**src/rtl/arc4_pkg.sv**
```systemverilog
// Shared ARC4 PRGA definitions: FSM state encoding, memory constants and
// the printable-character test applied to decrypted bytes.
package arc4_pkg;

  typedef enum logic [3:0] {
    IDLE, RD_LEN, LEN, RD_SI, RD_SJ, WR_I, WR_J, RD_PAD, WR_PT
  } state_e;

  localparam logic [7:0] PRINT_LO = 8'h20;
  localparam logic [7:0] PRINT_HI = 8'h7E;
  localparam logic [7:0] LEN_ADDR = 8'h00;

  function automatic logic is_printable(input logic [7:0] b);
    return (b >= PRINT_LO) && (b <= PRINT_HI);
  endfunction

endpackage

```
**src/rtl/prga_xor.sv**
```systemverilog
// ARC4 keystream generator and decryptor: walks a pre-scheduled S-box,
// XORs the keystream with ct[1..L] and writes pt[0..L], six states per byte.
module prga_xor
  import arc4_pkg::*;
#(
  parameter bit CHECK_PRINTABLE = 1'b1
) (
  input  logic       clk,
  input  logic       rst_n,
  input  logic       en,
  output logic       rdy,
  output logic       bad,
  output logic [7:0] s_addr,
  input  logic [7:0] s_rddata,
  output logic [7:0] s_wrdata,
  output logic       s_wren,
  output logic [7:0] ct_addr,
  input  logic [7:0] ct_rddata,
  output logic [7:0] pt_addr,
  output logic [7:0] pt_wrdata,
  output logic       pt_wren
);

  state_e     state_q, state_d;
  logic [7:0] i_q, i_d, j_q, j_d, k_q, k_d, len_q, len_d;
  logic [7:0] si_q, si_d, sj_q, sj_d;
  logic       bad_q, bad_d;
  logic [7:0] pt_byte;

  assign pt_byte = s_rddata ^ ct_rddata;
  assign rdy     = (state_q == IDLE);
  assign bad     = bad_q;

  always_ff @(posedge clk or negedge rst_n) begin
    if (!rst_n) begin
      state_q <= IDLE;
      i_q     <= '0;
      j_q     <= '0;
      k_q     <= '0;
      len_q   <= '0;
      si_q    <= '0;
      sj_q    <= '0;
      bad_q   <= 1'b0;
    end else begin
      state_q <= state_d;
      i_q     <= i_d;
      j_q     <= j_d;
      k_q     <= k_d;
      len_q   <= len_d;
      si_q    <= si_d;
      sj_q    <= sj_d;
      bad_q   <= bad_d;
    end
  end

  always_comb begin
    state_d   = state_q;
    i_d       = i_q;
    j_d       = j_q;
    k_d       = k_q;
    len_d     = len_q;
    si_d      = si_q;
    sj_d      = sj_q;
    bad_d     = bad_q;
    s_addr    = '0;
    s_wrdata  = '0;
    s_wren    = 1'b0;
    ct_addr   = '0;
    pt_addr   = '0;
    pt_wrdata = '0;
    pt_wren   = 1'b0;
    case (state_q)
      IDLE: if (en) begin
        i_d     = '0;
        j_d     = '0;
        k_d     = '0;
        bad_d   = 1'b0;
        state_d = RD_LEN;
      end
      RD_LEN: begin
        ct_addr = LEN_ADDR;
        state_d = LEN;
      end
      LEN: begin
        len_d     = ct_rddata;
        pt_addr   = LEN_ADDR;
        pt_wrdata = ct_rddata;
        pt_wren   = 1'b1;
        if (ct_rddata == 8'd0) state_d = IDLE;
        else begin
          k_d     = 8'd1;
          state_d = RD_SI;
        end
      end
      RD_SI: begin
        i_d     = i_q + 8'd1;
        s_addr  = i_q + 8'd1;
        state_d = RD_SJ;
      end
      RD_SJ: begin
        si_d    = s_rddata;
        s_addr  = j_q + s_rddata;
        j_d     = j_q + s_rddata;
        state_d = WR_I;
      end
      WR_I: begin
        sj_d     = s_rddata;
        s_addr   = i_q;
        s_wrdata = s_rddata;
        s_wren   = 1'b1;
        state_d  = WR_J;
      end
      WR_J: begin
        s_addr   = j_q;
        s_wrdata = si_q;
        s_wren   = 1'b1;
        ct_addr  = k_q;
        state_d  = RD_PAD;
      end
      // ct_addr stays on k so ct_rddata is still valid in WR_PT
      RD_PAD: begin
        s_addr  = si_q + sj_q;
        ct_addr = k_q;
        state_d = WR_PT;
      end
      WR_PT: begin
        pt_addr   = k_q;
        pt_wrdata = pt_byte;
        pt_wren   = 1'b1;
        if (CHECK_PRINTABLE && !is_printable(pt_byte)) begin
          bad_d   = 1'b1;
          state_d = IDLE;
        end else if (k_q == len_q) begin
          state_d = IDLE;
        end else begin
          k_d     = k_q + 8'd1;
          state_d = RD_SI;
        end
      end
      default: state_d = IDLE;
    endcase
  end

endmodule

```
**config.mk**
```make
export PLATFORM = sky130hd
export DESIGN_NAME = prga_xor
export DESIGN_NICKNAME = d
export VERILOG_FILES = /design/src/rtl/arc4_pkg.sv /design/src/rtl/prga_xor.sv
export SDC_FILE = /design/constraint.sdc
export NUM_CORES = 1
export LEC_CHECK = 0
export BUFFER_PORTS_ARGS = -buffer_cell sky130_fd_sc_hd__buf_2
export CELL_PAD_IN_SITES_DETAIL_PLACEMENT = 0
export CELL_PAD_IN_SITES_GLOBAL_PLACEMENT = 1
export CORE_MARGIN = 10
export CORE_UTILIZATION = 44
export CTS_CLUSTER_DIAMETER = 40
export DETAILED_ROUTE_END_ITERATION = 6
export HOLD_SLACK_MARGIN = 0.05
export PLACE_DENSITY_LB_ADDON = 0.1
export SLEW_MARGIN = 40
export SYNTH_ARGS = -nofsm -noshare
export SYNTH_HDL_FRONTEND = slang
export SYNTH_SLANG_ARGS = --single-unit
```
**constraint.sdc**
```tcl
create_clock -name clk -period 6 [get_ports clk]
set_input_delay 0.6 -clock clk [delete_from_list [all_inputs] [get_ports clk]]
set_output_delay 0.6 -clock clk [all_outputs]
set_load 0.05 [all_outputs]
```
# Word-level counts from Yosys, hierarchy flattened
# Index checks and enable logic that the tools add are counted.
# classes
magnitude_cmp	2
n_mux	22
eq_ne	14
bitwise_logic	1
reduce_logical	14
n_addsub	4
# ops
cell	n
one-hot mux 8 bit (2 select lines)	4
2-to-1 mux 8 bit	6
one-hot mux 8 bit (5 select lines)	1
one-hot mux 4 bit (9 select lines)	1
one-hot mux 8 bit (3 select lines)	1
adder 8 x 1 -> 8 bit, second input constant	2
adder 8 bit	2
equality test 4 x 3 -> 1 bit, second input constant	4
inequality test 2 bit, second input constant	5
equality test 4 x 2 -> 1 bit, second input constant	2
equality test 8 bit	1
>= comparator 8 x 6 -> 1 bit, second input constant	1
<= comparator 8 x 7 -> 1 bit, second input constant	1
zero test 8 bit	1
bitwise XOR 8 bit	1
2-to-1 mux 2 bit	3
nonzero test 2 bit	3
OR reduction 2 bit	3
AND reduction 5 bit	1
equality test 4 x 1 -> 1 bit, second input constant	1
equality test 4 bit, second input constant	1
zero test 4 bit	1
2-to-1 mux 1 bit	4
2-to-1 mux 4 bit	1
other kinds (5)	6
# totals
elab_cells	65
input_bits	19
output_inout_bits	44
ff_bits	53

# Longest topological paths before layout
# Gate-level depths: netlist of run 1.
# logic_depth
word_depth	5
ltp_mapped	7
mapped_depth_nobuf	7

# Least setup slack after synthesis of run 1
# No wires, ideal clock.
# synth_timing
path_kind	reg2out
start	register si_q[1]
end	output port s_addr[3]
t_required_ns	5.400
path_buffers	0
stages_incl_launch_ff	5
slack_ns	2.493
arrival_time_ns	2.907
path_cell_list	dfrtp_1 > ha_1 > a21oi_1 > o21ai_0 > o311ai_0
# synth_via
elab_chain_cells	2
# synth_rtl
element	line_no	source
start: declaration	prga_xor.sv:26	logic [7:0] si_q, si_d, sj_q, sj_d;
start signal: assignment	prga_xor.sv:50	si_q <= si_d;
adder 8 bit	prga_xor.sv:122	s_addr = si_q + sj_q;
one-hot mux 8 bit (5 select lines)	prga_xor.sv:72	case (state_q)
end: declaration	prga_xor.sv:13	output logic [7:0] s_addr,
# No other way between the ends.

# Final worst setup path of run 1
# layout_timing
start	register state_q[3]
end	output port s_addr[3]
# layout_via
elab_chain_cells	2
elab_cells_between_ends	6
cone_classes	eq/ne (5); mux (1)
# layout_rtl
element	line_no	source
start: declaration	prga_xor.sv:24	state_e state_q, state_d;
start signal: assignment	prga_xor.sv:45	state_q <= state_d;
equality test 4 x 3 -> 1 bit or equality test 4 x 2 -> 1 bit (tied branches)	prga_xor.sv:72	
one-hot mux 8 bit (5 select lines) *	prga_xor.sv:72	
# Every way passes the cells marked *; elsewhere a longest branch is shown, timed or not.

==> results of run 1 <==
==> per-layer routing <==
metal,vias up,part of all wire (%)
li1,1759,-
met1,1695,51
met2,111,43
met3,6,5.7
met4,0,0.68
met5,-,0
==> worst min-delay path by stage <==
stage	from	endpoint	slack, ps	cells past startpoint
floorplan	rst_n	bad	300	0
global placement	sj_q[3]	sj_q[3]	460	2
detailed placement	sj_q[4]	sj_q[4]	470	2
CTS	rst_n	i_q[6]	440	2
global route	rst_n	i_q[6]	480	2
finish	rst_n	i_q[6]	420	2
==> Yosys cell counts, types with 4 or more instances <==
master / n / area [um2]
o211ai_1: 9 / 67.6
mux2_2: 9 / 101
nand2_1: 108 / 405
inv_1: 8 / 30.0
a211oi_1: 4 / 30.0
nor3_1: 8 / 40.0
a221oi_1: 4 / 35.0
nand3b_1: 5 / 37.5
a21oi_1: 15 / 75.1
xnor2_1: 7 / 61.3
ha_1: 16 / 200
a21o_1: 4 / 30.0
and3_1: 10 / 62.6
o21ai_0: 41 / 205
xor2_1: 18 / 158
nor4_1: 7 / 43.8
buf_2: 10 / 50.1
clkbuf_1: 11 / 41.3
nand3_1: 12 / 60.1
o21a_1: 5 / 37.5
nand2b_1: 11 / 68.8
and2_1: 12 / 75.1
a22o_1: 4 / 35.0
nor3b_1: 4 / 30.0
nor2_1: 21 / 78.8
dfrtp_1: 53 / 1330
==> cell families (layout without fill, tap and decap cells) <==
logic type	count (synthesis)	in the layout
AND/OR/NAND/NOR	220	220
AO/OA/AOI/OAI	107	107
flip-flops	53	53
buffers and inverters	31	82
XOR/XNOR	25	25
adder cells (fa/ha/maj)	18	18
multiplexers	11	11
==> critical path: stages (launching register included) <==
cell and delay [ps]:
dfrtp_1 630, and3b_1 560, nor2b_2 690, a221oi_1 220, o311ai_0 150, buf_2 340
==> through the flow <==
stage | instances | area, um2 | hold slack [ps] | worst slack (ps)
finish | 624 | 4310 | 420 | 2490
global route | 624 | 4310 | 479 | 2290
CTS | 624 | 4310 | 444 | 2500
detailed placement | 617 | 4220 | 467 | 2720
global placement | 616 | 4210 | 462 | 2610
floorplan | 465 | 3840 | 304 | 2490
==> area by class of cell <==
class                   instances  area, um2  share of cell area (%)
multi-input cells             381       2380                    55.3
flip-flops and latches         53       1330                    30.8
repair buffers                 67        348                    8.07
well taps                     108        135                    3.14
clock buffers                   7       86.3                    2.00
inverters                       8       30.0                   0.697
==> flip-flops by register name (all words and copies together) (netlist names) <==
signal	cells
bad	1
i_q	8
j_q	8
k_q	8
len_q	8
si_q	8
sj_q	8
state_q	4
==> where the power goes <==
part           switching (mW)  internal (mW)
registers               0.160          0.487
logic                   0.888          0.466
clock network           0.121         0.0921
==> impl_metrics.py, run 1 <==
metrics = {
    "setup_path": {
        "timing.critical_path.required_ps": 5400,
        "r2r-start": "state_q[3]",
        "crit_end": "s_addr[3]",
        "end_kind": "output port",
        "r2r_slack_ps": 3610,
        "start_kind": "flop",
        "critPathLaunch": "state_q[3]",
        "crit_fanout": 22,
        "reg2reg_depth": 5,
        "r2r_end": "k_q[4]",
        "path_class": "flop to output port",
        "arrival_ps": 2910,
    },
    "timing": {
        "timing.final.hold_violations": 0,
        "slew_viol_final": 0,
        "slew_headroom_pct": 42.3,
        "rsz0062_at_grt": "false",
        "fin_skew_ps": 4.92,
        "fin_crit_sh_pct": 58.5,
        "tightest_slew_ps": 866,
        "max_freq_mhz": 285,
        "setup_viol": 0,
        "timing.setup.tns_ps": 0,
        "post-route-min-period_ps": 3510,
    },
    "yosys": {
        "syn_area_per_cell_um2": 8.26,
        "async_flop_share_pct": 100,
        "synth_cell_type_count": 61,
        "synth_xor_area_share_pct": 5.70,
        "yosysWarnings": 0,
        "yosysSeqAreaShare_pct": 34.5,
        "synth-edff-count": 0,
        "synth_compound_area_share_pct": 18.0,
        "synthCells": 465,
        "synth_nets": 502,
        "synth_top_family_by_area": "simple AND/OR/NAND/NOR gates",
        "ys.flop_type": "dfrtp_1",
        "synth-adder-area-share_pct": 6.25,
        "synth_simple_gate_area_share_pct": 28.8,
        "muxShareOfSynthArea_pct": 3.16,
        "synth-seq-cells": 53,
        "syn_area_um2": 3840,
    },
    "pwr": {
        "fin_total_pwr_mw": 2.21,
        "p_leak_nw": 2.17,
        "ir_drop_mv": 0.273,
        "p_per_area_nw_per_um2": 514,
    },
    "clocking": {
        "cts_resized": 0,
        "postCtsHoldBufs": 0,
        "cts_buffers": 5,
        "cts_root_buf": "clkbuf_8",
        "post_cts_buffers": 0,
        "clockBufferDepth": 2,
        "htree_levels": 2,
        "insertion_delay_ps": 310,
        "cts_tree": "built",
        "clk_pin_slew_worst_paths_ps": 100,
        "cts.sinks": 53,
    },
    "place": {
        "port_buffers": 62,
        "gp_congestion": 0.872,
        "hpwl_mm": 8.24,
    },
    "flow_run": {
        "maxCapViolCount": 0,
    },
    "layout": {
        "layout_common_cells": "108 x nand2_1, 62 x buf_2, 53 x dfrtp_1, 41 x o21ai_0, 21 x nor2_1",
        "n_antenna_cell": 0,
        "final_common_cell": "nand2_1",
        "nets": 553,
        "area_growth_pct": 12.1,
        "nFillCells": 848,
        "utilization_pct": 50.1,
        "drive_above_1_share_pct": 18.2,
    },
    "global_route": {
        "grt_use_met3_pct": 3.62,
        "grtUsageMet1_pct": 25.3,
        "use_met2_pct": 25.1,
        "grt.total_usage_pct": 17.2,
        "top_usage_layer": "met1",
        "grt_pass1_vias": 3407,
        "grt_max_degree": 54,
        "grt_overflow": 0,
        "antenna_found_initial": 0,
        "grt_pass1_wl_mm": 18.2,
    },
    "floorplanning": {
        "pin_count": 63,
        "die_y_um": 113,
        "floorplan.rows": 34,
        "core_area_um2": 8590,
        "start_util_pct": 44.7,
        "die_w_um": 113,
        "dieArea_um2": 12900,
    },
    "detailed_routing": {
        "postRouteAntennaNets": 0,
        "viasPerCell": 5.72,
        "vias": 3571,
        "first_pass_iters": 5,
        "routed_wl_mm": 11.4,
        "drtIter0Drc": 140,
        "avgRoutedWirePerCell_um": 18.3,
        "drc": 0,
    },
    "worst_hold_path": {
        "hp-class": "input port to asynchronous set/reset pin",
    },
    "run_status": {
        "status": "completed",
    },
}
Note: power is estimated with default switching activity, not from simulation.
==> run 2, diff against run 1 <==
--- a/config.mk
+++ b/config.mk
@@ -5,11 +5,12 @@
 export SDC_FILE = /design/constraint.sdc
 export NUM_CORES = 1
 export LEC_CHECK = 0
+export ABC_AREA = 1
 export BUFFER_PORTS_ARGS = -buffer_cell sky130_fd_sc_hd__buf_2
 export CELL_PAD_IN_SITES_DETAIL_PLACEMENT = 0
 export CELL_PAD_IN_SITES_GLOBAL_PLACEMENT = 1
 export CORE_MARGIN = 10
-export CORE_UTILIZATION = 44
+export CORE_UTILIZATION = 37
 export CTS_CLUSTER_DIAMETER = 40
 export DETAILED_ROUTE_END_ITERATION = 6
 export HOLD_SLACK_MARGIN = 0.05
==> constraint.sdc (replaced) <==
create_clock -name clk -period 2.9 [get_ports clk]
set_input_delay 0.29 -clock clk [delete_from_list [all_inputs] [get_ports clk]]
set_output_delay 0.29 -clock clk [all_outputs]
set_load 0.05 [all_outputs]
==> run 2 against run 1 <==
Routed wire length is 2.7% higher; count of clock-buffer cells in the layout stayed put; critical endpoint is now s_addr[4]; clock power is 100% higher; critical path type unchanged; area after synthesis is 2.3% lower; non-clock buffer count stayed put.
==> impl_metrics.py, run 2 <==
metrics = {
    "run_status": {
        "status": "completed",
    },
    "yosys": {
        "muxShareOfSynthArea_pct": 0,
        "yosysTopAreaCellShare_pct": 35.3,
        "synth_compound_area_share_pct": 11.4,
        "synth_commonest_cells": "188 x nand2_1, 58 x inv_1, 53 x dfrtp_1, 49 x nor2_1, 35 x o21ai_0",
        "yosysSeqAreaShare_pct": 35.3,
        "synth_simple_gate_area_share_pct": 37.2,
        "synth-adder-area-share_pct": 6.40,
        "synthCells": 541,
        "synth-seq-cells": 53,
        "ys.flop_type": "dfrtp_1",
        "yosysMostFrequentCell": "nand2_1",
        "syn_area_um2": 3750,
        "yosysTopAreaCell": "dfrtp_1",
        "synth.area.top_cells": "dfrtp_1 35%, nand2_1 19%, inv_1 5.8%",
        "synth_xor_area_share_pct": 2.33,
        "synth_nets": 578,
        "synth-edff-count": 0,
        "async_flop_share_pct": 100,
        "yosysWarnings": 0,
        "synth_cell_type_count": 38,
        "syn_area_per_cell_um2": 6.94,
        "synth_top_family_by_area": "simple AND/OR/NAND/NOR gates",
    },
    "clocking": {
        "clk_pin_slew_worst_paths_ps": 100,
        "post_cts_buffers": 0,
        "cts.sinks": 53,
        "cts_tree": "built",
        "cts_buffers": 5,
        "insertion_delay_ps": 310,
        "clockBufferDepth": 2,
        "cts_root_buf": "clkbuf_8",
        "htree_levels": 2,
    },
    "place": {
        "placed_cell_area_um2": 4230,
        "pre_cts_ws_ps": 668,
        "dp_cells": 734,
        "gp_congestion": 0.874,
        "port_buffers": 62,
        "hpwl_mm": 9.44,
    },
    "detailed_routing": {
        "postRouteAntennaNets": 0,
        "routed_wl_mm": 11.7,
        "drc": 0,
        "first_pass_iters": 4,
        "vias": 3715,
        "viasPerCell": 5.00,
        "avgRoutedWirePerCell_um": 15.8,
        "drtIter0Drc": 248,
    },
    "timing": {
        "slew_viol_final": 0,
        "fin_crit_sh_pct": 86.4,
        "setup_viol": 0,
        "slew_headroom_pct": 73.0,
        "timing.final.hold_violations": 0,
        "rsz0062_at_grt": "false",
        "max_freq_mhz": 399,
        "fin_skew_ps": 6.25,
        "timing.setup.tns_ps": 0,
        "post-route-min-period_ps": 2510,
        "tightest_slew_ps": 404,
        "setup_slack_ps": 394,
    },
    "floorplanning": {
        "dieArea_um2": 14600,
        "floorplan.rows": 36,
        "pin_count": 63,
        "die_y_um": 121,
        "start_util_pct": 38.2,
        "die_w_um": 121,
        "core_area_um2": 9820,
    },
    "layout": {
        "layout.cells.non_filler": 743,
        "layout_common_cells": "188 x nand2_1, 62 x buf_2, 58 x inv_1, 53 x dfrtp_1, 49 x nor2_1",
        "nFillCells": 1082,
        "nets": 646,
        "multi_input_area_um2": 2150,
        "area_growth_pct": 15.1,
        "drive_above_1_share_pct": 15.7,
        "ff_latch_area_um2": 1330,
        "final_common_cell": "nand2_1",
        "fin_area_um2": 4320,
        "n_antenna_cell": 0,
    },
    "setup_path": {
        "crit_slowest_cell": "fa_1",
        "crit_path_cell_trace": "ha_1 -> fa_1 -> nand2_1 -> a21oi_1 -> o21ai_0 -> nand3b_1 -> nand3_1 -> buf_2",
        "path_class": "flop to output port",
        "timing.critical_path.required_ps": 2610,
        "crit_fanout": 3,
        "arrival_ps": 2220,
        "end_kind": "output port",
        "start_kind": "flop",
        "cpPeakStageDelay_ps": 420,
    },
    "global_route": {
        "grt_max_degree": 24,
        "grt_pass1_vias": 3788,
        "grt_overflow": 0,
        "grt.total_usage_pct": 16.2,
        "antenna_found_initial": 0,
        "grt_pass1_wl_mm": 19.2,
    },
    "worst_hold_path": {
        "hp-class": "input port to flop",
    },
    "flow_run": {
        "maxCapViolCount": 0,
    },
    "pwr": {
        "ir_drop_mv": 0.664,
        "p_leak_nw": 2.36,
        "p_per_area_nw_per_um2": 1040,
    },
}
==> run 2: changes by cell type in the layout (fill, tap and decap cells not counted), moves of 12 or more <==
cell and delta:
nand2_1 +80, nor2_1 +28, nand3_1 +21, xor2_1 -16
and2_1 -12, nand4_1 +14, inv_1 +50
==> run 2: layout make-up <==
cell class / count / area share, %
multi-input combinational: 417 / 49.8
clock inverter: 1 / 0.174
timing repair buffer: 67 / 8.10
sequential: 53 / 30.7
tap: 133 / 3.85
inverter: 65 / 5.64
clock buffer: 7 / 1.77
==> run 2: power breakdown <==
part / leakage, nW / switching [mW] / internal, mW
Combinational: 1.64 / 1.96 / 0.818
Sequential: 0.682 / 0.256 / 1.03
Clock: 0.0385 / 0.260 / 0.172
Total: 2.36 / 2.47 / 2.02
==> run 2: what timing repair did <==
action	4_1_cts	5_1_grt
endpoints found under the hold margin	13	0
hold buffers	1	0
resized for setup	0	0
==> run 2: critical path: cells and delay by family (launching register included) <==
kind                       cells  cell delay, ps
AOI/OAI and AO/OA              2             240
DFF                            1             410
and+or+nand+nor                3             340
buffers and inverters          1             270
adders and majority gates      2             660
==> run 2: path summary, 6_finish.rpt <==
kind	from	end	slack [ps]	depth (start not counted)
min in group asynchronous	rst_n	si_q[6]	420	2
max reg2reg	j_q[0]	j_q[4]	1160	7
max	j_q[0]	s_addr[4]	390	8
max in group asynchronous	rst_n	i_q[3]	1810	3
min reg2reg	sj_q[4]	sj_q[4]	500	2
min	en	bad	180	2
==> run 2: routing by layer <==
metal	wire, um	vias up	track usage [%]
met1	5390	1740	20.1
met4	170	0	4.83
li1	-	1895	-
met2	5570	72	27.4
met5	0	-	0
met3	568	8	3.49
==> run 2: cell families after synthesis <==
kind of cell / after synthesis
and+or+nand+nor: 312
AOI/OAI and AO/OA: 77
buffers and inverters: 71
DFF: 53
adders and majority gates: 18
xor gates and xnor gates: 10
==> run 2: through the flow <==
step	utilization (%)	total power, mW	hold slack (ps)
finish	44.0	4.50	182
global route	44.0	4.91	185
CTS	44.0	4.54	180
detailed placement	43.1	4.09	216
global placement	43.1	4.07	216
floorplan	-	3.37	-5.59
==> run 3, diff against run 2 <==
==> constraint.sdc (replaced) <==
create_clock -name clk -period 2.9 [get_ports clk]
set_input_delay 0.58 -clock clk [delete_from_list [all_inputs] [get_ports clk]]
set_output_delay 0.58 -clock clk [all_outputs]
set_load 0.05 [all_outputs]
==> run 3 against run 2 <==
Sequential power is essentially flat; via count grew 1.3%; largest power group unchanged; total power grew 1.3%; setup slack lost 250 ps; cell count grew 0.13%.
==> impl_metrics.py, run 3 (synthesized netlist as in run 2, its figures left out) <==
metrics = {
    "global_route": {
        "grt_max_degree": 24,
        "grt.total_usage_pct": 16.4,
        "grt_pass1_vias": 3678,
        "grt_pass1_wl_mm": 19.3,
        "use_met2_pct": 26.7,
        "grtUsageMet1_pct": 21.4,
        "antenna_found_initial": 0,
        "grt_overflow": 0,
        "grt_use_met3_pct": 3.54,
        "top_usage_layer": "met2",
    },
    "detailed_routing": {
        "vias": 3762,
        "drtIter0Drc": 266,
        "avgRoutedWirePerCell_um": 15.8,
        "routed_wl_mm": 11.8,
        "drc": 0,
        "first_pass_iters": 4,
        "viasPerCell": 5.06,
        "postRouteAntennaNets": 0,
    },
    "pwr": {
        "p_per_area_nw_per_um2": 1050,
        "ir_drop_mv": 0.605,
        "p_leak_nw": 2.37,
        "fin_total_pwr_mw": 4.55,
    },
    "place": {
        "hpwl_mm": 9.33,
        "port_buffers": 62,
        "gp_congestion": 0.856,
    },
    "setup_path": {
        "start_kind": "flop",
        "cpPeakStageDelay_ps": 460,
        "critical_path.most_common_cell": "nor2_4",
        "crit_slowest_cell": "dfrtp_1",
        "path_class": "flop to output port",
        "cp_top_family": "simple AND/OR/NAND/NOR gates",
        "arrival_ps": 2180,
        "end_kind": "output port",
        "worst-path-buf-inv": 1,
        "crit_fanout": 9,
        "timing.critical_path.required_ps": 2320,
        "crit_path_cell_trace": "nor2_4 -> nand2_2 -> nor2_4 -> a21boi_1 -> o21ai_0 -> nand3_1 -> buf_2",
    },
    "timing": {
        "setup_viol": 0,
        "fin_crit_sh_pct": 95.0,
        "holdWs_ps": 148,
        "timing.setup.tns_ps": 0,
        "rsz0062_at_grt": "false",
        "post-route-min-period_ps": 2760,
        "slew_headroom_pct": 72.5,
        "max_freq_mhz": 363,
        "fin_skew_ps": 14.2,
        "tightest_slew_ps": 411,
        "timing.final.hold_violations": 0,
        "slew_viol_final": 0,
    },
    "layout": {
        "area_growth_pct": 15.7,
        "nFillCells": 1075,
        "drive_above_1_share_pct": 16.4,
        "n_antenna_cell": 0,
        "nets": 647,
        "layout_common_cells": "188 x nand2_1, 59 x buf_2, 58 x inv_1, 53 x dfrtp_1, 49 x nor2_1",
        "final_common_cell": "nand2_1",
    },
    "clocking": {
        "insertion_delay_ps": 320,
        "cts_root_buf": "clkbuf_8",
        "cts.sinks": 53,
        "cts_buffers": 5,
        "post_cts_buffers": 0,
        "clockBufferDepth": 2,
        "htree_levels": 2,
        "clk_pin_slew_worst_paths_ps": 110,
        "cts_tree": "built",
    },
    "floorplanning": {
        "pin_count": 63,
        "floorplan.rows": 36,
        "core_area_um2": 9820,
        "die_w_um": 121,
        "dieArea_um2": 14600,
        "die_y_um": 121,
        "start_util_pct": 38.2,
    },
    "flow_run": {
        "maxCapViolCount": 0,
    },
    "worst_hold_path": {
        "hp-class": "input port to asynchronous set/reset pin",
    },
    "run_status": {
        "status": "completed",
    },
}
==> run 3: cell type report <==
type                    count  area (um2)  share of cell area (%)
inverters                  65         244                    5.61
multi-input cells         417        2150                    49.6
clock buffers               6        72.6                    1.67
well taps                 133         166                    3.83
repair buffers             68         367                    8.44
flip-flops and latches     53        1330                    30.5
clock inverters             2        15.0                   0.346
==> run 3: worst paths after layout <==
kind	cells after the start	end	slack, ps	from
worst max register to register	6	j_q[6]	1190	j_q[0]
worst max-delay path	7	s_addr[5]	140	state_q[3]
min in group clk	2	bad	460	en
max in group asynchronous	2	state_q[1]	2070	rst_n
worst min register to register	2	len_q[1]	510	len_q[1]
worst min-delay path	1	sj_q[5]	150	rst_n
==> run 3: power by group <==
part / switching (mW) / internal (mW)
Sequential: 0.251 / 1.03
Combinational: 1.97 / 0.848
Clock: 0.279 / 0.171
==> run 3: routing by layer <==
layer / up-vias / part of all wire [%]
met1: 1750 / 47
met4: 0 / 1.4
met5: - / 0
li1: 1900 / -
met3: 10 / 6.1
met2: 102 / 46
==> run 3: stage by stage <==
| stage | instance area [um2] | cells | worst slack (ps) | utilization [%] |
|---|---|---|---|---|
| after floorplan | 3750 | 541 | 155 | - |
| after global placement | 4240 | 736 | 155 | 43.2 |
| after detailed placement | 4240 | 736 | 151 | 43.2 |
| after CTS | 4330 | 744 | 9.90 | 44.1 |
| after global routing | 4350 | 744 | 1.33 | 44.3 |
| final | 4350 | 744 | 144 | 44.3 |
==> run 3: repair_timing <==
item                       in CTS  in global routing
hold buffers                    0                  0
setup endpoints to repair       0                  3
gates resized for setup         0                  8
